### config.mk
export PLATFORM = sky130hd
export DESIGN_NAME = alu_arbiter
export DESIGN_NICKNAME = d
export VERILOG_FILES = /design/src/rtl/alu_arbiter.sv
export SDC_FILE = /design/constraint.sdc
export NUM_CORES = 1
export LEC_CHECK = 0
export BUFFER_PORTS_ARGS = -buffer_cell sky130_fd_sc_hd__buf_4
export CAP_MARGIN = 20
export CORE_UTILIZATION = 43
export DETAILED_ROUTE_END_ITERATION = 6
export HOLD_SLACK_MARGIN = 0.02
export PLACE_DENSITY = 0.79
export SETUP_SLACK_MARGIN = 0.2
export SLEW_MARGIN = 5
export SYNTH_ARGS = -nofsm -noshare
export SYNTH_HDL_FRONTEND = slang
export SYNTH_SLANG_ARGS = --single-unit
### constraint.sdc
create_clock -name clk -period 2.3 [get_ports clk]
set_input_delay 0.345 -clock clk [delete_from_list [all_inputs] [get_ports clk]]
set_output_delay 0.345 -clock clk [all_outputs]
set_load 0.05 [all_outputs]
### src/rtl/alu_arbiter.sv
// alu_arbiter: shares one combinational alu between two requesters.
//   Requester 0 is the main datapath, requester 1 the address/branch unit.
//   Requests are arbitrated round-robin in IDLE. The winner's opcode and operands
//   are latched into the alu_* registers. The alu output is captured one cycle later
//   and returned with a one-cycle done pulse. Sequence: IDLE -> EXEC -> DONE -> IDLE.
//
// Ports:
//   clk, rst               clock (rising edge), asynchronous active-high reset
//   req0/1, op0/1, a0/1, b0/1
//                          request plus opcode/operands from requester 0/1
//   gnt0/1                 one-cycle pulse: request accepted, operands latched
//   done0/1                one-cycle pulse: res/res_cout valid for that requester
//   res, res_cout          registered alu result and carry/borrow
//   busy                   high whenever the FSM is not in IDLE
//   alu_rega/regb/control  latched operands/opcode driven to the alu
//   alu_out, alu_cout      combinational result back from the alu
module alu_arbiter #(
    parameter int unsigned DATA_WITH = 16,
    parameter int unsigned OP_SIZE   = 3
) (
    input  logic                 clk,
    input  logic                 rst,
    input  logic                 req0,
    input  logic                 req1,
    input  logic [OP_SIZE-1:0]   op0,
    input  logic [OP_SIZE-1:0]   op1,
    input  logic [DATA_WITH-1:0] a0,
    input  logic [DATA_WITH-1:0] a1,
    input  logic [DATA_WITH-1:0] b0,
    input  logic [DATA_WITH-1:0] b1,
    output logic                 gnt0,
    output logic                 gnt1,
    output logic                 done0,
    output logic                 done1,
    output logic [DATA_WITH-1:0] res,
    output logic                 res_cout,
    output logic                 busy,
    output logic [DATA_WITH-1:0] alu_rega,
    output logic [DATA_WITH-1:0] alu_regb,
    output logic [OP_SIZE-1:0]   alu_control,
    input  logic [DATA_WITH-1:0] alu_out,
    input  logic                 alu_cout
);

    typedef enum logic [1:0] {StIdle, StExec, StDone} state_e;

    state_e               state_q, state_d;
    // Requester that wins a tie; after every grant it moves to the other requester.
    logic                 prio_q, prio_d;
    // Requester owning the operation in flight.
    logic                 win_q, win_d;
    logic                 gnt0_q, gnt0_d, gnt1_q, gnt1_d;
    logic                 done0_q, done0_d, done1_q, done1_d;
    logic [DATA_WITH-1:0] res_q, res_d;
    logic                 cout_q, cout_d;
    logic [DATA_WITH-1:0] rega_q, rega_d, regb_q, regb_d;
    logic [OP_SIZE-1:0]   ctrl_q, ctrl_d;
    logic                 pick1;

    always_comb begin
        state_d = state_q;
        prio_d  = prio_q;
        win_d   = win_q;
        gnt0_d  = 1'b0;
        gnt1_d  = 1'b0;
        done0_d = 1'b0;
        done1_d = 1'b0;
        res_d   = res_q;
        cout_d  = cout_q;
        rega_d  = rega_q;
        regb_d  = regb_q;
        ctrl_d  = ctrl_q;
        pick1   = req1 & (~req0 | prio_q);

        unique case (state_q)
            StIdle: begin
                if (req0 || req1) begin
                    win_d   = pick1;
                    prio_d  = ~pick1;
                    gnt0_d  = ~pick1;
                    gnt1_d  = pick1;
                    rega_d  = pick1 ? a1  : a0;
                    regb_d  = pick1 ? b1  : b0;
                    ctrl_d  = pick1 ? op1 : op0;
                    state_d = StExec;
                end
            end
            StExec: begin
                res_d   = alu_out;
                cout_d  = alu_cout;
                done0_d = ~win_q;
                done1_d = win_q;
                state_d = StDone;
            end
            StDone: begin
                state_d = StIdle;
            end
            default: begin
                state_d = StIdle;
            end
        endcase
    end

    always_ff @(posedge clk or posedge rst) begin
        if (rst) begin
            state_q <= StIdle;
            prio_q  <= 1'b0;
            win_q   <= 1'b0;
            gnt0_q  <= 1'b0;
            gnt1_q  <= 1'b0;
            done0_q <= 1'b0;
            done1_q <= 1'b0;
            res_q   <= '0;
            cout_q  <= 1'b0;
            rega_q  <= '0;
            regb_q  <= '0;
            ctrl_q  <= '0;
        end else begin
            state_q <= state_d;
            prio_q  <= prio_d;
            win_q   <= win_d;
            gnt0_q  <= gnt0_d;
            gnt1_q  <= gnt1_d;
            done0_q <= done0_d;
            done1_q <= done1_d;
            res_q   <= res_d;
            cout_q  <= cout_d;
            rega_q  <= rega_d;
            regb_q  <= regb_d;
            ctrl_q  <= ctrl_d;
        end
    end

    assign gnt0        = gnt0_q;
    assign gnt1        = gnt1_q;
    assign done0       = done0_q;
    assign done1       = done1_q;
    assign res         = res_q;
    assign res_cout    = cout_q;
    assign busy        = (state_q != StIdle);
    assign alu_rega    = rega_q;
    assign alu_regb    = regb_q;
    assign alu_control = ctrl_q;

endmodule
---- Word-level counts from Yosys, hierarchy flattened ----
Cells that the tools add are included.
W data, S select, Z words.
storage, ports and cells
  flip-flop bits (word level) ............. 60
  bits of input ports ..................... 91
  output and inout port bits .............. 57
  word-level logic and storage cells ...... 34
cells by class
  equal/unequal tests ..................... 2
  mux-type cells .......................... 11
  bitwise gates (word level) .............. 5
  reduce and logical (&&, ||, !) cells .... 4
operator list
  kind                  number
  $mux W16              2
  $mux W1               6
  $pmux W2 S2           1
  $mux W3               1
  $not A1 Y1            3
  $eq A2 B1 Y1 const B  1
  $logic_not A2 Y1      1
  $mux W2               1
  $ne A2 B2 Y1 const B  1
  $reduce_and A2 Y1     1
  $reduce_bool A2 Y1    1
  $and A1 B1 Y1         1
  $logic_or A1 B1 Y1    1
  $or A1 B1 Y1          1

---- Logic depth before layout (Yosys ltp) ----
Gate-level depths: netlist of run 1.
  depth after elaboration ................. 6
  gate-level depth with buffers ........... 6
  depth with buffers taken out ............ 4

---- Worst setup path after synthesis of run 1 ----
OpenSTA, ideal clock, no wires.
  path kind ............................... reg-to-reg
  start point ............................. register state_q[0]
  end point ............................... register ctrl_q[0] (netlist: alu_control[0])
  library setup time ...................... 0.126 ns
  arrival time ............................ 1.459 ns
  required time ........................... 2.174 ns
  setup slack ............................. 0.715 ns
  cell stages (with the launch flop) ...... 6
  buffers on the path ..................... 1
  clock period less this slack ............ 1.585 ns
  path through ............................ dfrtp_1 -> nor2_2 -> inv_2 -> clkbuf_1 -> o21a_1 -> a221o_1
between the ends
  cells in the longest elaborated chain, start to end .. 2
RTL lines
  item                         line  source
  from (decl)                  47    state_e state_q, state_d;
  from (signal assigned)       106   state_q <= StIdle;
  from (signal assigned)       119   state_q <= state_d;
  $logic_not A2 Y1             75    unique case (state_q)
  $reduce_and A2 Y1 (no line)  --
  to (signal assigned)         130   ctrl_q <= ctrl_d;
  to (decl)                    57    logic [OP_SIZE-1:0] ctrl_q, ctrl_d;
No other way between the ends.
A chain may end at the register's enable or synchronous reset.

---- Final worst setup path of run 1 ----
  start point ............................. register state_q[0]
  end point ............................... output port busy
between the ends
  cells in the longest elaborated chain, start to end .. 1
RTL lines
  item                line  source
  $reduce_bool A2 Y1  140   assign busy = (state_q != StIdle);
  to (decl)           37    output logic busy,
No other way between the ends.

==> results.ini, run 1 <==
[worst_setup_path]
critical_path_required_ps=1960
timing.setup.critical_path_class=flip-flop to primary output
type_of_element_launching_the_critical_path=flip-flop
reg2regPathDepth=2
reg2reg_from=state_q[1]
worstPathMaxFanout=38
reg2reg_setup_slack_ps=740
endpoint_kind=primary output
worst_setup_path_endpoint=busy
timing.critical_path.arrival_ps=1530
worst_r2r_endpoint=res[2]
worstSetupStartpoint=state_q[0]

[final_layout]
fin_nets=419
num-fill-cells=418
mostFrequentLayoutCell=buf_4
areaGrowthSynthToFinish_pct=54.2
diodes=0
final-seq-area_um2=1500
most-common-layout-cells=buf_4, dfrtp_1, o21a_1, a221o_1, mux2_2
multiInputGateArea_um2=871
finalCoreUtilization=0.692
layout-drive-gt1-share=0.568

[sta]
final.setup_skew_ps=9.77
rsz_0062_raised_after_global_routing=false
setup_viol=0
final_min_period_over_clock_period=0.814
least_margin_pin_slew_ps=814
fmax_mhz=534
finalHoldViolCount=0
report.final.slew_viol_count=0
timing.hold.ws_ps=32.5
layout_min_cycle_time_ps=1870
final.setup.tns_ps=0
worst_relative_slew_slack=0.458

[routing]
wirelength_um=6480
vias_per_cell=5.22
vias=2115
antenna_left=0
drt_pass1_iterations=4
detail_route.drc_violations=0
detail_route.wl_per_cell_um=16.0
drt_iter0_drc=129

[synthesis]
syn_nets=272
netlist_instances=181
postSynthAreaPerCell_um2=13.7
synth_cell_type_count=17
ys_warn_count=0
synth_seq_cells=60
synth.cell_area_um2=2490
seq_area_frac_synth=0.604

[grt]
grt_antenna_before_repair=0
number_of_global_route_vias_before_repair=2191
first_pass_grt_wire_length_um=10500
largest_net_degree_at_the_start_of_global_routing=39
grt.overflow.total=0
grt_util_all_layers=0.228

[power]
p_seq_frac=0.273
vdd.ir_drop.worst_mv=1.19
power_per_cell_area_nw_per_um2=1770
switch_share=0.472
total_power_mw=6.80
share_comb_of_total_power=0.576
clock_share_of_power=0.151
switching_power_of_the_nets_mw=3.21
cellLeakagePower_nw=1.91
cell_internal_pwr_mw=3.59

[placement]
dpl.hpwl_um=4610
gp_congestion=0.715
port_buffers=147

[clock_tree]
cts.root.buffer_cell=clkbuf_8
cts_repair_resize_count=0
clkSinkCount=60
clkTransAtPathRegs_ps=70
worst_skew_pair.late_latency_ps=330
clock_tree_from_tritoncts=done
post_cts_hold_buffer_count=0
htree_levels=3
maximum_root_to_sink_buffer_count=2
clock_buffer_count_from_cts=9
post_cts.repair.setup_buffers=0

[status]
status=completed

[floorplan]
floorplan.rows=27
fp.dieArea_um2=6090
floorplan.initialDensity=0.449
design.core.area_um2=5540
die_h_um=78.1
boundaryPins=148
overall_die_width_um=78.1

[min_path]
hold_path_class=input port to asynchronous set/reset pin

[job]
drv_cap=0

power groups by stage:
stage | clock, mW | combinational, mW | sequential, mW
2_1_floorplan | 0 | 1.21 | 3.51
3_3_place_gp | 0 | 3.89 | 1.85
3_5_place_dp | 0 | 3.95 | 1.87
4_1_cts | 1.05 | 3.96 | 1.86
5_1_grt | 1.09 | 4.11 | 1.92
6_report | 1.03 | 3.92 | 1.85
worst min-delay path by stage:
stage,slack (ps),start,to
finish,30,rst,done1
global route,70,rst,alu_rega[13]
CTS,40,rst,res[4]
detailed placement,390,rst,alu_rega[13]
global placement,390,rst,alu_rega[13]
floorplan,400,win_q,done0
through the flow:
stage / setup WS [ps] / cells / instance area [um2]
after floorplan: 470 / 181 / 2490
after CTS: 387 / 405 / 3830
after global placement: 743 / 389 / 3620
after global routing: 332 / 405 / 3830
final: 427 / 405 / 3830
after detailed placement: 706 / 389 / 3620
sequential cells by signal (all words and copies together), names as in the netlist:
| name | flops |
|---|---|
| alu_control | 3 |
| alu_rega | 16 |
| alu_regb | 16 |
| done0 | 1 |
| done1 | 1 |
| gnt0 | 1 |
| gnt1 | 1 |
| prio_q | 1 |
| res | 16 |
| res_cout | 1 |
| state_q | 2 |
| win_q | 1 |
layer usage:
metal / up-vias / global-route usage / routed length, um
li1: 999 / - / -
met1: 1010 / 0.262 / 2480
met2: 98 / 0.400 / 3420
met3: 8 / 0.0512 / 490
met4: 0 / 0.111 / 92
met5: - / 0 / 0
worst max-delay path, stage by stage (launching register included):
cell and delay, ps:
dfrtp_1 360, nor2_2 60, inv_2 470, buf_4 310
cells in the mapped netlist:
master | n | area [um2]
dfrtp_1 | 60 | 1500
a221o_1 | 35 | 350
o21a_1 | 35 | 263
mux2_2 | 17 | 191
buf_2 | 11 | 55.1
buf_6 | 3 | 33.8
inv_1 | 3 | 11.3
inv_2 | 3 | 11.3
nor2_1 | 3 | 11.3
nand2_1 | 2 | 7.51
nor2_2 | 2 | 12.5
o21ai_0 | 2 | 10.0
clkbuf_1 | 1 | 3.75
nand2b_1 | 1 | 6.26
nand3_1 | 1 | 5.00
nand3b_1 | 1 | 7.51
nor2b_1 | 1 | 6.26
logic make-up (layout without fill, tap and decap cells):
| family | count (synthesis) | count (layout) | synth area share |
|---|---|---|---|
| mux | 17 | 17 | 0.0770 |
| buf+inv | 21 | 173 | 0.0463 |
| compound gates | 72 | 72 | 0.251 |
| flops | 60 | 60 | 0.604 |
| simple gates | 11 | 11 | 0.0226 |
cell type report:
class                   count  area share
clock buffers              11      0.0369
well taps                  72      0.0235
multi-input cells         100       0.227
clock inverters             5      0.0196
inverters                   6     0.00587
repair buffers            151       0.296
flip-flops and latches     60       0.392
(Power assumes the default switching activity.)
==> run 2, diff against run 1 <==
ABC_AREA = 1   (was not set)
CORE_UTILIZATION = 44   (was 43)
clock period = 1.8 ns   (was 2.3 ns; I/O delays follow)
==> results.ini, run 2 <==
[floorplan]
fp.dieArea_um2=6390  ; +4.9%
overall_die_width_um=80.0  ; +2.4%
die_h_um=80.0  ; +2.4%
floorplan.rows=28  ; +3.7%
design.core.area_um2=5890  ; +6.2%
floorplan.initialDensity=0.454  ; +0.00533
boundaryPins=148  ; unchanged

[synthesis]
synth.top_cells.by_area=dfrtp_1, nand3_1, nand2_1, nand4_1, buf_6
count_leader_synth=nand2_1
share_of_async_settable_or_async_resettable_flops_after_synthesis=1.00  ; unchanged
postSynthAreaPerCell_um2=9.03  ; -34%
post_synth_most_frequent_cells=nand2_1, nand3_1, dfrtp_1, nand4_1, buf_2
synth_seq_cells=60  ; unchanged
synth.cell_area_um2=2670  ; +7.5%
seq_area_frac_synth=0.562  ; -0.0421
synth_top_cell_area_share=0.562  ; -0.0421
synth_cell_type_count=14  ; -3
syn_nets=387  ; +42%
netlist.top_cell.by_area=dfrtp_1
ys.flop_type=dfrtp_1
ys_warn_count=0  ; unchanged
netlist_instances=296  ; +64%
number_of_flops_mapped_to_enable_cells_by_yosys=0  ; unchanged

[final_layout]
mostFrequentLayoutCell=buf_4
fin_nets=533  ; +27%
most-common-layout-cells=buf_4, nand2_1, nand3_1
layout-drive-gt1-share=0.400  ; -0.168
num-fill-cells=492  ; +18%
diodes=0  ; unchanged
areaGrowthSynthToFinish_pct=48.2

[sta]
least_margin_pin_slew_ps=562  ; -252 ps
finalHoldViolCount=0  ; unchanged
worst_relative_slew_slack=0.625  ; +0.167
report.final.slew_viol_count=0  ; unchanged
setup_viol=0  ; unchanged
timing.hold.ws_ps=37.3  ; +4.83 ps
fmax_mhz=752
final.setup.tns_ps=0  ; unchanged
final.setup_skew_ps=6.03  ; -3.74 ps
final_min_period_over_clock_period=0.738
layout_min_cycle_time_ps=1330
rsz_0062_raised_after_global_routing=false

[power]
cellLeakagePower_nw=2.10  ; +10%
power_per_cell_area_nw_per_um2=2160  ; +22%
vdd.ir_drop.worst_mv=1.30  ; +9.2%

[routing]
detail_route.wl_per_cell_um=15.0  ; -6.3%
antenna_left=0  ; unchanged
wirelength_um=7800  ; +20%
vias=2768  ; +31%
drt_pass1_iterations=5  ; +1
detail_route.drc_violations=0  ; unchanged
vias_per_cell=5.32  ; +1.9%
drt_iter0_drc=151  ; +17%

[clock_tree]
maximum_root_to_sink_buffer_count=2  ; unchanged
clock_tree_from_tritoncts=done
htree_levels=3  ; unchanged
post_cts_hold_buffer_count=0  ; unchanged
cts.root.buffer_cell=clkbuf_8
clock_buffer_count_from_cts=9  ; unchanged
clkTransAtPathRegs_ps=70  ; about the same
clkSinkCount=60  ; unchanged
worst_skew_pair.late_latency_ps=320  ; about the same

[worst_setup_path]
timing.critical_path.arrival_ps=1580  ; +50 ps
timing.setup.critical_path_class=flip-flop to flip-flop
worstPathMaxFanout=18  ; -53%
endpoint_kind=flip-flop
critical_path_required_ps=2050  ; +90 ps
type_of_element_launching_the_critical_path=flip-flop

[grt]
grt_util_all_layers=0.248  ; +0.0202
first_pass_grt_wire_length_um=12100  ; +16%
largest_net_degree_at_the_start_of_global_routing=44  ; +13%
grt_antenna_before_repair=0  ; unchanged
grt.overflow.total=0  ; unchanged
number_of_global_route_vias_before_repair=2632  ; +20%

[placement]
dpl.hpwl_um=5500  ; +19%
port_buffers=147  ; unchanged
gp_congestion=0.803  ; +12%

[status]
status=completed

[job]
drv_cap=0  ; unchanged

[min_path]
hold_path_class=input port to asynchronous set/reset pin

run 2: cell count changes after synthesis, moves of 4 or more:
cell,before,now
buf_6,3,7
mux2_2,17,0
nand2_1,2,90
a221o_1,35,0
nand4_1,0,35
buf_2,11,15
nand3_1,1,71
o21a_1,35,0
inv_1,3,7
run 2: area by class of cell:
cell class / instances / area, um2 / share of cell area
Sequential cell: 60 / 1500 / 0.379
Timing Repair Buffer: 157 / 1180 / 0.298
Multi-Input combinational cell: 204 / 990 / 0.250
Clock buffer: 11 / 141 / 0.0357
Tap cell: 75 / 93.8 / 0.0237
Inverter: 10 / 41.3 / 0.0104
Clock inverter: 3 / 15.0 / 0.00379
run 2: cell families after synthesis:
family          synth area share
flops                      0.562
compound gates            0.0159
simple gates               0.348
buf+inv                   0.0744
run 2: what timing repair did:
action                     in CTS  in global routing
setup buffers                   0                  0
gates resized for setup         0                  1
setup endpoints to repair       0                 36
run 2: critical path, cell delays in order, from the launching register on:
cell     delay [ps]
dfrtp_1         460
a21oi_4         520
nand3_1         160
nand3_1         130
run 2: worst paths after layout:
kind | end | slack [ps] | start | cells after the start
max in group asynchronous | win_q | 1430 | rst | 3
max | alu_regb[9] | 470 | prio_q | 3
min reg2reg | done0 | 440 | win_q | 1
max reg2reg | alu_regb[9] | 470 | prio_q | 3
min in group clk | res[12] | 140 | alu_out[12] | 3
min | alu_regb[2] | 40 | rst | 3
run 2: power by group:
part	leakage (nW)	total (mW)	internal [mW]	switching (mW)
registers	0.744	2.41	2.01	0.402
clock network	0.0848	0.985	0.515	0.470
logic	1.27	5.16	1.50	3.66
total	2.10	8.56	4.02	4.54
run 2: metrics by stage:
| step | cells | utilization | total power, mW | setup WS [ps] | instance area [um2] |
|---|---|---|---|---|---|
| 5_1_grt | 520 | 0.673 | 9.05 | 360 | 3960 |
| 6_report | 520 | 0.673 | 8.56 | 471 | 3960 |
| 3_3_place_gp | 505 | 0.644 | 7.45 | 238 | 3790 |
| 3_5_place_dp | 505 | 0.644 | 7.57 | 184 | 3790 |
| 2_1_floorplan | 296 | - | 6.07 | 683 | 2680 |
| 4_1_cts | 519 | 0.670 | 8.57 | 262 | 3950 |
run 2: layer usage:
layer | vias to the layer above | global-route usage | part of all wire
li1 | 1304 | - | -
met1 | 1328 | 0.313 | 0.40
met2 | 126 | 0.422 | 0.52
met3 | 10 | 0.0331 | 0.069
met4 | 0 | 0.113 | 0.014
met5 | - | 0 | 0
